## src/rtl/pr_hrav_bitstream_sender.sv

```systemverilog
// pr_hrav_bitstream_sender
//   Initiator side of the HR-AV partial-reconfiguration AXI-Stream link.
//   Packs 32-bit bitstream words into 256-bit beats, sends them as AXIS
//   packets tagged {magic, dst, src, seq}, then waits for and validates the
//   configuration-done message from the ICAP controller.
//
//   Optional build macro: PR_HRAV_BS_SWAP_EN
//     When defined, each incoming word is byte-swapped before it is written
//     into the beat register (ICAP bit ordering for raw .bin files).
//
// Ports
//   ACLK, ARESETN           clock, async active-low reset
//   start                   one-cycle transfer request (ignored while busy)
//   bs_*                    32-bit bitstream word stream in
//   M_AXIS_*                256-bit packet stream out to the ICAP controller
//   S_AXIS_*                response stream in from the ICAP controller
//   busy, done, error       status; done/error sticky until next start
//   err_code                00 none, 01 bad magic, 10 bad ports, 11 timeout
//   pkt_cnt, byte_cnt       packets / valid bytes sent in current transfer
module pr_hrav_bitstream_sender #(
    parameter logic [23:0] USER_MAGIC_CODE = 24'hAEECAB,
    parameter logic [7:0]  SRC_PORT        = 8'h01,
    parameter logic [7:0]  DST_PORT        = 8'h04,
    parameter int          MAX_PKT_BEATS   = 16,
    parameter int          TIMEOUT_CYCLES  = 65535
) (
    input  logic         ACLK,
    input  logic         ARESETN,
    input  logic         start,
    input  logic [31:0]  bs_tdata,
    input  logic         bs_tvalid,
    output logic         bs_tready,
    input  logic         bs_tlast,
    output logic [255:0] M_AXIS_TDATA,
    output logic [31:0]  M_AXIS_TSTRB,
    output logic [127:0] M_AXIS_TUSER,
    output logic         M_AXIS_TVALID,
    input  logic         M_AXIS_TREADY,
    output logic         M_AXIS_TLAST,
    input  logic [255:0] S_AXIS_TDATA,
    input  logic [31:0]  S_AXIS_TSTRB,
    input  logic [127:0] S_AXIS_TUSER,
    input  logic         S_AXIS_TVALID,
    output logic         S_AXIS_TREADY,
    input  logic         S_AXIS_TLAST,
    output logic         busy,
    output logic         done,
    output logic         error,
    output logic [1:0]   err_code,
    output logic [15:0]  pkt_cnt,
    output logic [31:0]  byte_cnt
);

    typedef enum logic [1:0] {IDLE, FILL, SEND, WAIT_RSP} state_t;

    localparam logic [7:0]  LAST_BEAT = 8'(MAX_PKT_BEATS - 1);
    localparam logic [15:0] TMO_LAST  = 16'(TIMEOUT_CYCLES - 1);

    state_t           state_q, state_d;
    logic [7:0][31:0] beat_q;
    logic [3:0]       w_q;        // words held in the beat register
    logic [7:0]       bip_q;      // beat index within the current packet
    logic             final_q;    // beat register holds the final word
    logic             armed_q;    // low on the first edge after reset release
    logic [15:0]      seq_q, timer_q, pkt_cnt_q;
    logic [31:0]      byte_cnt_q;
    logic             done_q, error_q;
    logic [1:0]       err_q;

    logic start_ok, word_acc, beat_acc, rsp_last, tmo, beat_last;
    logic magic_ok, ports_ok;

    // Response payload and header bits outside the checked fields are unused.
    logic unused_rsp;
    assign unused_rsp = ^{S_AXIS_TDATA, S_AXIS_TSTRB, S_AXIS_TUSER[127:56], S_AXIS_TUSER[15:0]};

    // A start on the edge where reset is released is dropped via armed_q.
    assign start_ok  = start && armed_q && (state_q == IDLE);
    assign word_acc  = (state_q == FILL) && bs_tvalid;
    assign beat_acc  = (state_q == SEND) && M_AXIS_TREADY;
    assign rsp_last  = (state_q == WAIT_RSP) && S_AXIS_TVALID && S_AXIS_TLAST;
    assign tmo       = (state_q == WAIT_RSP) && (timer_q == TMO_LAST);
    assign beat_last = (bip_q == LAST_BEAT) || final_q;
    assign magic_ok  = (S_AXIS_TUSER[55:32] == USER_MAGIC_CODE);
    // Responder swaps the ports: its dst is us, its src is the controller.
    assign ports_ok  = (S_AXIS_TUSER[31:24] == SRC_PORT) && (S_AXIS_TUSER[23:16] == DST_PORT);

    function automatic logic [31:0] word_in(input logic [31:0] d);
`ifdef PR_HRAV_BS_SWAP_EN
        return {d[7:0], d[15:8], d[23:16], d[31:24]};
`else
        return d;
`endif
    endfunction

    always_ff @(posedge ACLK or negedge ARESETN) begin
        if (!ARESETN) state_q <= IDLE;
        else          state_q <= state_d;
    end

    always_comb begin
        state_d       = state_q;
        bs_tready     = 1'b0;
        M_AXIS_TVALID = 1'b0;
        M_AXIS_TLAST  = 1'b0;
        S_AXIS_TREADY = 1'b0;
        busy          = 1'b1;
        case (state_q)
            IDLE: begin
                busy = 1'b0;
                if (start_ok) state_d = FILL;
            end
            FILL: begin
                bs_tready = 1'b1;
                if (word_acc && (w_q == 4'd7 || bs_tlast)) state_d = SEND;
            end
            SEND: begin
                M_AXIS_TVALID = 1'b1;
                M_AXIS_TLAST  = beat_last;
                if (beat_acc) state_d = final_q ? WAIT_RSP : FILL;
            end
            WAIT_RSP: begin
                S_AXIS_TREADY = 1'b1;
                if (rsp_last || tmo) state_d = IDLE;
            end
            default: state_d = IDLE;
        endcase
    end

    always_ff @(posedge ACLK or negedge ARESETN) begin
        if (!ARESETN) begin
            beat_q     <= '0;
            w_q        <= '0;
            bip_q      <= '0;
            final_q    <= 1'b0;
            armed_q    <= 1'b0;
            seq_q      <= '0;
            timer_q    <= '0;
            pkt_cnt_q  <= '0;
            byte_cnt_q <= '0;
            done_q     <= 1'b0;
            error_q    <= 1'b0;
            err_q      <= 2'b00;
        end else begin
            armed_q <= 1'b1;
            if (start_ok) begin
                beat_q     <= '0;
                w_q        <= '0;
                bip_q      <= '0;
                final_q    <= 1'b0;
                seq_q      <= '0;
                timer_q    <= '0;
                pkt_cnt_q  <= '0;
                byte_cnt_q <= '0;
                done_q     <= 1'b0;
                error_q    <= 1'b0;
                err_q      <= 2'b00;
            end
            if (word_acc) begin
                beat_q[w_q[2:0]] <= word_in(bs_tdata);
                w_q              <= w_q + 4'd1;
                if (bs_tlast) final_q <= 1'b1;
            end
            if (beat_acc) begin
                byte_cnt_q <= byte_cnt_q + {26'd0, w_q, 2'b00};
                if (beat_last) begin
                    pkt_cnt_q <= pkt_cnt_q + 16'd1;
                    seq_q     <= seq_q + 16'd1;
                    bip_q     <= '0;
                end else begin
                    bip_q <= bip_q + 8'd1;
                end
                // Cleared so unfilled slots of a short final beat read as zero.
                beat_q  <= '0;
                w_q     <= '0;
                timer_q <= '0;
            end
            if (state_q == WAIT_RSP) begin
                // Response TLAST takes priority over a same-cycle timeout.
                if (rsp_last) begin
                    if (!magic_ok) begin
                        error_q <= 1'b1;
                        err_q   <= 2'b01;
                    end else if (!ports_ok) begin
                        error_q <= 1'b1;
                        err_q   <= 2'b10;
                    end else begin
                        done_q <= 1'b1;
                    end
                end else if (tmo) begin
                    error_q <= 1'b1;
                    err_q   <= 2'b11;
                end else begin
                    timer_q <= timer_q + 16'd1;
                end
            end
        end
    end

    always_comb begin
        M_AXIS_TSTRB = '0;
        for (int i = 0; i < 8; i++) M_AXIS_TSTRB[4*i +: 4] = {4{w_q > 4'(i)}};
    end

    assign M_AXIS_TDATA = beat_q;
    assign M_AXIS_TUSER = {72'h0, USER_MAGIC_CODE, DST_PORT, SRC_PORT, seq_q};
    assign done         = done_q;
    assign error        = error_q;
    assign err_code     = err_q;
    assign pkt_cnt      = pkt_cnt_q;
    assign byte_cnt     = byte_cnt_q;

endmodule
```

## config.mk

```make
export PLATFORM = sky130hd
export DESIGN_NAME = pr_hrav_bitstream_sender
export DESIGN_NICKNAME = d
export VERILOG_FILES = /design/src/rtl/pr_hrav_bitstream_sender.sv
export SDC_FILE = /design/constraint.sdc
export NUM_CORES = 1
export LEC_CHECK = 0
export CAP_MARGIN = 20
export CORE_AREA = 2 2 367 369
export CTS_BUF_LIST = sky130_fd_sc_hd__clkbuf_4 sky130_fd_sc_hd__clkbuf_8
export CTS_CLUSTER_DIAMETER = 80
export DETAILED_ROUTE_END_ITERATION = 16
export DIE_AREA = 0 0 369 371
export PLACE_DENSITY = 0.45
export SYNTH_ARGS = -nofsm -noshare
export SYNTH_HDL_FRONTEND = slang
export SYNTH_SLANG_ARGS = --single-unit
```

## constraint.sdc

```tcl
create_clock -name ACLK -period 2.6 [get_ports ACLK]
set_input_delay 0.52 -clock ACLK [delete_from_list [all_inputs] [get_ports ACLK]]
set_output_delay 0.52 -clock ACLK [all_outputs]
set_load 0.01 [all_outputs]
```

==> impl_metrics.py, run 1 <==
metrics = {
    "synthesis": {
        "netlist_area_um2": 17600,
        "yosysSeqAreaShare": 0.504,
        "synth_cell_types": 62,
        "syn_area_per_cell_um2": 9.72,
        "ys_warn_count": 0,
        "synthCells": 1807,
        "ys_ff_latch": 354,
        "synth-main-ff-cell": "dfrtp_1",
        "synth_edf_count": 0,
        "async_flop_share": 1.00,
    },
    "outcome": {
        "status": "finished clean",
    },
    "global_route": {
        "antenna_found_initial": 7,
        "grt_usage": 0.108,
        "grt_pass1_vias": 14346,
        "grt_max_degree": 84,
        "overflow": 0,
        "grt_pass1_wl_mm": 107,
    },
    "cells_and_area": {
        "multi_input_area_um2": 7650,
        "final_common_cell": "clkdlybuf4s50_1",
        "fillers": 14656,
        "final_cell_mix": "clkdlybuf4s50_1, dfrtp_1, nand2_1",
        "area_delta_synth_final_pct": 48.2,
        "drive_gt1_frac": 0.133,
        "nNetsFinal": 2743,
        "seqCellArea_um2": 8860,
    },
    "clock_network": {
        "clkTransAtPathRegs_ns": 0.06,
        "cts_tree": "done",
        "clock-root-buffer": "clkbuf_8",
        "cts-htree-levels": 3,
        "clock_latency_ns": 0.74,
        "cts_buffers": 74,
        "clock_sinks": 354,
        "clockBufferDepth": 3,
    },
    "pwr": {
        "peakVddDrop_uv": 454,
        "power_switching_mw": 6.58,
        "pwr-share-comb": 0.313,
        "switching_share": 0.348,
        "p_int_mw": 12.3,
        "power_mw": 18.9,
        "seqPwrFrac": 0.356,
        "p_leak_nw": 11.8,
        "powerDensity_nw_per_um2": 726,
        "power_frac_clock": 0.331,
    },
    "job": {
        "maxCapViolations": 0,
    },
    "sta": {
        "worstMarginPinSlew_ns": 0.787,
        "hold_viol": 0,
        "setup_viol": 0,
        "slew-limit-headroom": 0.474,
        "fmax_mhz": 401,
        "rsz0062_at_grt": "yes",
        "fin_worst_skew_ns": 0.0379,
        "period_share": 0.960,
        "finalMaxSlewViolations": 0,
        "fin_hold_ws_ns": 0.389,
        "layout_setup_ws_ns": 0.105,
        "min_period_ns": 2.49,
    },
    "floorplan": {
        "fp.dieH_um": 371,
        "core.rowCount": 134,
        "core_area_um2": 133000,
        "ios": 929,
        "chipWidth_um": 369,
        "start_util": 0.132,
        "die_area_um2": 137000,
    },
    "drt": {
        "via_per_inst": 3.54,
        "antenna_left": 0,
        "wl_met3_mm": 6.56,
        "drc": 0,
        "drt-total-wl_mm": 75.8,
        "dr_total_vias": 14500,
        "dr.pass1.iters": 5,
        "wl_met2_mm": 33.5,
        "wl_met1_mm": 34.0,
        "drtIter0Drc": 837,
        "highest_layer": "met5",
        "wl_per_cell_um": 18.5,
    },
    "setup_path": {
        "crit_path_max_fanout": 2,
        "r2r-end": "byte_cnt[28]",
        "worstReg2RegStart": "w_q[0]",
        "cp.required_ns": 2.08,
        "worst_setup_path_end_kind": "primary output",
        "arrival_ns": 1.97,
        "cp-start-kind": "register",
        "reg2reg_slack_ns": 0.23,
        "worstRegToRegCells": 8,
        "path_class": "reg -> out",
    },
    "placed_design": {
        "portBuffers": 438,
        "dp_hpwl_mm": 54.1,
        "place_congestion": 0.748,
        "dp_slack_ns": 0.0422,
    },
    "min_path": {
        "min_path_type": "in -> async",
    },
}
power by group through the flow:
stage	combinational, mW	clock (mW)	sequential [mW]
finish	5.91	6.25	6.74
global route	6.47	6.77	6.83
CTS	5.96	6.56	6.74
detailed placement	5.86	0	6.83
global placement	5.86	0	6.82
floorplan	2.28	0	7.01
stage by stage:
step / cell area (µm²) / setup TNS, ns / utilization / std cells
after floorplan: 18000 / 0 / - / 1920
after global placement: 24300 / 0 / 0.183 / 3946
after detailed placement: 24300 / 0 / 0.183 / 3946
after CTS: 25900 / -1.24 / 0.195 / 4082
after global routing: 26000 / -0.112 / 0.196 / 4089
final: 26000 / 0 / 0.196 / 4092
sequential cells by signal, summed over array words and instances, names as in the netlist:
signal        count
final_q           1
state_q           2
done              1
w_q               4
err_code          2
seq_q            16
error             1
byte_cnt         30
M_AXIS_TDATA    256
pkt_cnt          16
timer_q          16
armed_q           1
bip_q             8
worst max path at each step:
| stage | start | endpoint | slack [ns] | depth (start not counted) |
|---|---|---|---|---|
| 2_1_floorplan | w_q[0] | M_AXIS_TSTRB[5] | 0.49 | 5 |
| 3_3_place_gp | bs_tvalid | M_AXIS_TDATA[93] | 0.07 | 6 |
| 3_5_place_dp | bs_tvalid | M_AXIS_TDATA[87] | 0.04 | 6 |
| 4_1_cts | w_q[1] | M_AXIS_TSTRB[23] | -0.18 | 6 |
| 5_1_grt | bip_q[0] | M_AXIS_TLAST | -0.02 | 5 |
| 6_report | bip_q[0] | M_AXIS_TLAST | 0.11 | 5 |
cell families after synthesis:
group	synth area share
simple gates	0.202
flops	0.504
buf+inv	0.0970
compound gates	0.0781
mux	0.106
fa+ha+maj	0.0104
xor+xnor	0.00150
other cells	0.000427
synthesized netlist by cell type (3+ instances only):
master / number / area share
a21o_1: 6 / 0.0026
a31oi_1: 3 / 0.0011
o21ai_1: 13 / 0.0037
nand4b_1: 5 / 0.0025
nand4bb_1: 3 / 0.0019
inv_1: 16 / 0.0034
nor2b_1: 5 / 0.0018
and2_1: 110 / 0.039
or3_1: 7 / 0.0025
nor3_1: 12 / 0.0034
and3_1: 13 / 0.0046
a211oi_1: 5 / 0.0021
and4_1: 8 / 0.0040
or4_1: 8 / 0.0034
nand3_1: 71 / 0.020
o41ai_1: 5 / 0.0025
o211ai_1: 9 / 0.0038
buf_2: 27 / 0.0077
a22o_1: 41 / 0.020
mux2i_1: 184 / 0.10
nor2_1: 149 / 0.032
a21oi_1: 47 / 0.013
nand4_1: 40 / 0.014
dfrtp_1: 354 / 0.50
o21ai_0: 72 / 0.021
clkbuf_1: 119 / 0.025
and2_0: 20 / 0.0071
buf_4: 139 / 0.059
nor4_1: 13 / 0.0046
nand3b_1: 4 / 0.0017
ha_1: 13 / 0.0093
nand2_1: 245 / 0.052
repair_timing:
item                                   CTS  global route
setup endpoints to repair               35            17
gates resized for setup                 64            30
endpoints found under the hold margin   48             0
hold buffers                             1             0
pin swaps                                5             4
setup buffers                           11             7
area by class of cell:
cell class | count | area share
flip-flops and latches | 354 | 0.340
multi-input cells | 1262 | 0.294
repair buffers | 565 | 0.221
well taps | 1768 | 0.0850
clock buffers | 113 | 0.0537
clock inverters | 11 | 0.00389
inverters | 16 | 0.00250
diodes | 3 | 0.000288
worst max-delay path: stages (launching register included):
cell and delay (ns):
dfrtp_1 0.40, ha_2 0.21, and3_4 0.18, a21o_4 0.23
and2_4 0.14, buf_6 0.11
per-layer routing:
| metal | vias up | global-route usage |
|---|---|---|
| met1 | 7094 | 0.140 |
| li1 | 6811 | - |
| met5 | - | 0 |
| met2 | 501 | 0.165 |
| met4 | 2 | 0.0338 |
| met3 | 92 | 0.0423 |
Note: power is estimated with default switching activity, not from simulation.
==> run 2, diff against run 1 <==
Settings changed: SLEW_MARGIN set to 20.
==> results of run 2 <==
No change in the layout: final DEF, timing and power equal those of run 1.
==> run 3, diff against run 2 <==
Settings changed: CELL_PAD_IN_SITES_DETAIL_PLACEMENT set to 0, CELL_PAD_IN_SITES_GLOBAL_PLACEMENT set to 2, CORE_AREA 2 2 367 369 to 2 2 364 366, DIE_AREA 0 0 369 371 to 0 0 366 368, PLACE_DENSITY 0.45 to 0.59.
==> run 3 against run 2 <==
  * First-iteration DRC count decreased by 14%
  * Die area decreased by 1.6%
  * Sequential share of layout area down 0.18 points
  * Power rose by 5.2%
  * Worst hold slack got worse by 0.014 ns
  * Non-clock buffer count is 10 lower
  * Routed wire length rose by 4.8%
  * Sequential power about the same
  * Setup slack worse by 0.023 ns
  * Flip-flop and latch count did not move
  * Core utilization is 0.41 points higher
  * Combinational power shrank 0.7%
  * Critical path type unchanged
  * Highest routed layer is now met4
==> impl_metrics.py, run 3 (same netlist as run 1, synthesis figures left out) <==
metrics = {
    "cells_and_area": {
        "fillers": 14479,
        "area_delta_synth_final_pct": 49.0,
        "finish.instance_area_um2": 26200,
        "largest_register_ffs": 256,
        "final_common_cell": "clkdlybuf4s50_1",
        "nNetsFinal": 2739,
        "drive_gt1_frac": 0.138,
        "final_cell_mix": "clkdlybuf4s50_1, dfrtp_1, nand2_1",
        "final_util": 0.200,
    },
    "global_route": {
        "grt_usage": 0.116,
        "grt_pass1_vias": 14665,
        "grt_pass1_wl_mm": 113,
        "antenna_found_initial": 9,
        "overflow": 0,
        "grt_max_degree": 71,
    },
    "sta": {
        "setup_viol": 0,
        "slew-limit-headroom": 0.541,
        "hold_viol": 0,
        "min_period_ns": 2.52,
        "layout_setup_ws_ns": 0.0820,
        "fmax_mhz": 397,
        "tns_ns": 0,
        "finalMaxSlewViolations": 0,
        "rsz0062_at_grt": "yes",
        "period_share": 0.968,
        "worstMarginPinSlew_ns": 0.686,
        "fin_worst_skew_ns": 0.0328,
    },
    "drt": {
        "wl_per_cell_um": 19.4,
        "dr.pass1.iters": 7,
        "dr_total_vias": 14485,
        "drtIter0Drc": 720,
        "drc": 0,
        "antenna_left": 0,
        "via_per_inst": 3.54,
        "drt-total-wl_mm": 79.5,
    },
    "setup_path": {
        "critPathBufInv": 1,
        "worstReg2RegStart": "state_q[1]",
        "crit_path_max_fanout": 5,
        "crit_start": "bip_q[0]",
        "cp_top_family": "flip-flops",
        "slowest_stage": "dfrtp_1",
        "path_class": "reg -> out",
        "cp.required_ns": 2.08,
        "cp_num_cells": 5,
        "worst_setup_path_end_kind": "primary output",
        "cp_cell_sequence": "ha_2 > and3_4 > a21o_4 > and2_4 > buf_6",
        "reg2reg_slack_ns": 0.13,
        "setup.worst_path.end": "M_AXIS_TLAST",
        "cp-start-kind": "register",
        "worstRegToRegCells": 8,
        "arrival_ns": 2.00,
        "critical-path-max-stage-delay_ns": 0.38,
        "r2r-end": "M_AXIS_TDATA[124]",
    },
    "clock_network": {
        "clock_latency_ns": 0.73,
        "cts_tree": "done",
        "clkTransAtPathRegs_ns": 0.06,
        "cts-htree-levels": 3,
        "clockBufferDepth": 3,
        "cts_buffers": 80,
        "clock_sinks": 354,
        "clock-root-buffer": "clkbuf_8",
    },
    "floorplan": {
        "fp.dieH_um": 368,
        "die_area_um2": 135000,
        "start_util": 0.134,
        "core.rowCount": 133,
        "ios": 929,
        "core_area_um2": 131000,
        "chipWidth_um": 366,
    },
    "placed_design": {
        "place_congestion": 0.732,
        "place_area_um2": 24100,
        "portBuffers": 438,
        "dp_hpwl_mm": 55.6,
        "dp_slack_ns": -0.0711,
    },
    "pwr": {
        "p_leak_nw": 11.8,
        "powerDensity_nw_per_um2": 759,
        "peakVddDrop_uv": 414,
    },
    "outcome": {
        "status": "finished clean",
    },
    "job": {
        "maxCapViolations": 0,
    },
    "min_path": {
        "min_path_type": "in -> async",
    },
}
[run 3: through the flow]
stage               power [mW]  instances  hold WS (ns)
floorplan                 9.29       1920         0.224
global placement          12.7       3921         0.466
detailed placement        12.7       3921         0.472
CTS                       20.4       4083         0.292
global route              21.2       4087         0.358
finish                    19.9       4089         0.375
[run 3: area by class of cell]
cell class                 count  area (µm²)  share of cell area
clock buffer                 121        1520              0.0579
multi-input combinational   1262        7650               0.292
antenna                        3        7.51            0.000287
sequential                   354        8870               0.339
timing repair buffer         555        5580               0.213
tap                         1755        2200              0.0839
inverter                      16        70.1             0.00268
clock inverter                23         294              0.0112
[run 3: how the worst min path moves through the flow]
stage | start | to
floorplan | ARESETN | M_AXIS_TDATA[0]
global placement | seq_q[15] | seq_q[15]
detailed placement | seq_q[15] | seq_q[15]
CTS | ARESETN | byte_cnt[25]
global route | ARESETN | seq_q[13]
finish | ARESETN | seq_q[13]
[run 3: routing by layer]
layer	part of all wire	GRT usage	routed length [µm]	vias to the layer above
met3	0.087	0.0465	6920	77
li1	-	-	-	6829
met1	0.44	0.148	35300	7082
met2	0.45	0.179	35900	497
met5	0	0	0	-
met4	0.018	0.0343	1430	0
[run 3: report_power, final]
part	leakage, nW	total (mW)	switching, mW	internal (mW)
combinational	5.95	5.87	3.35	2.52
sequential	4.89	6.73	0.504	6.23
clock	0.954	7.28	2.95	4.33
[run 3: repair_timing]
item                                    4_1_cts  5_1_grt
resized for setup                           105       13
cloned                                        0        0
hold endpoints to repair                     41        0
endpoints found under the setup margin       40       10
hold buffers                                  1        0
buffers inserted                             17        3
pin swaps                                     5        6
[run 3: worst reg2reg max path, cell delays in order (launching register included)]
cell and delay, ns:
dfrtp_2 0.47, buf_1 0.17, buf_4 0.16, nand3b_1 0.30, buf_4 0.26, or3_2 0.49, buf_12 0.19, nand3_1 0.22
a21oi_1 0.07
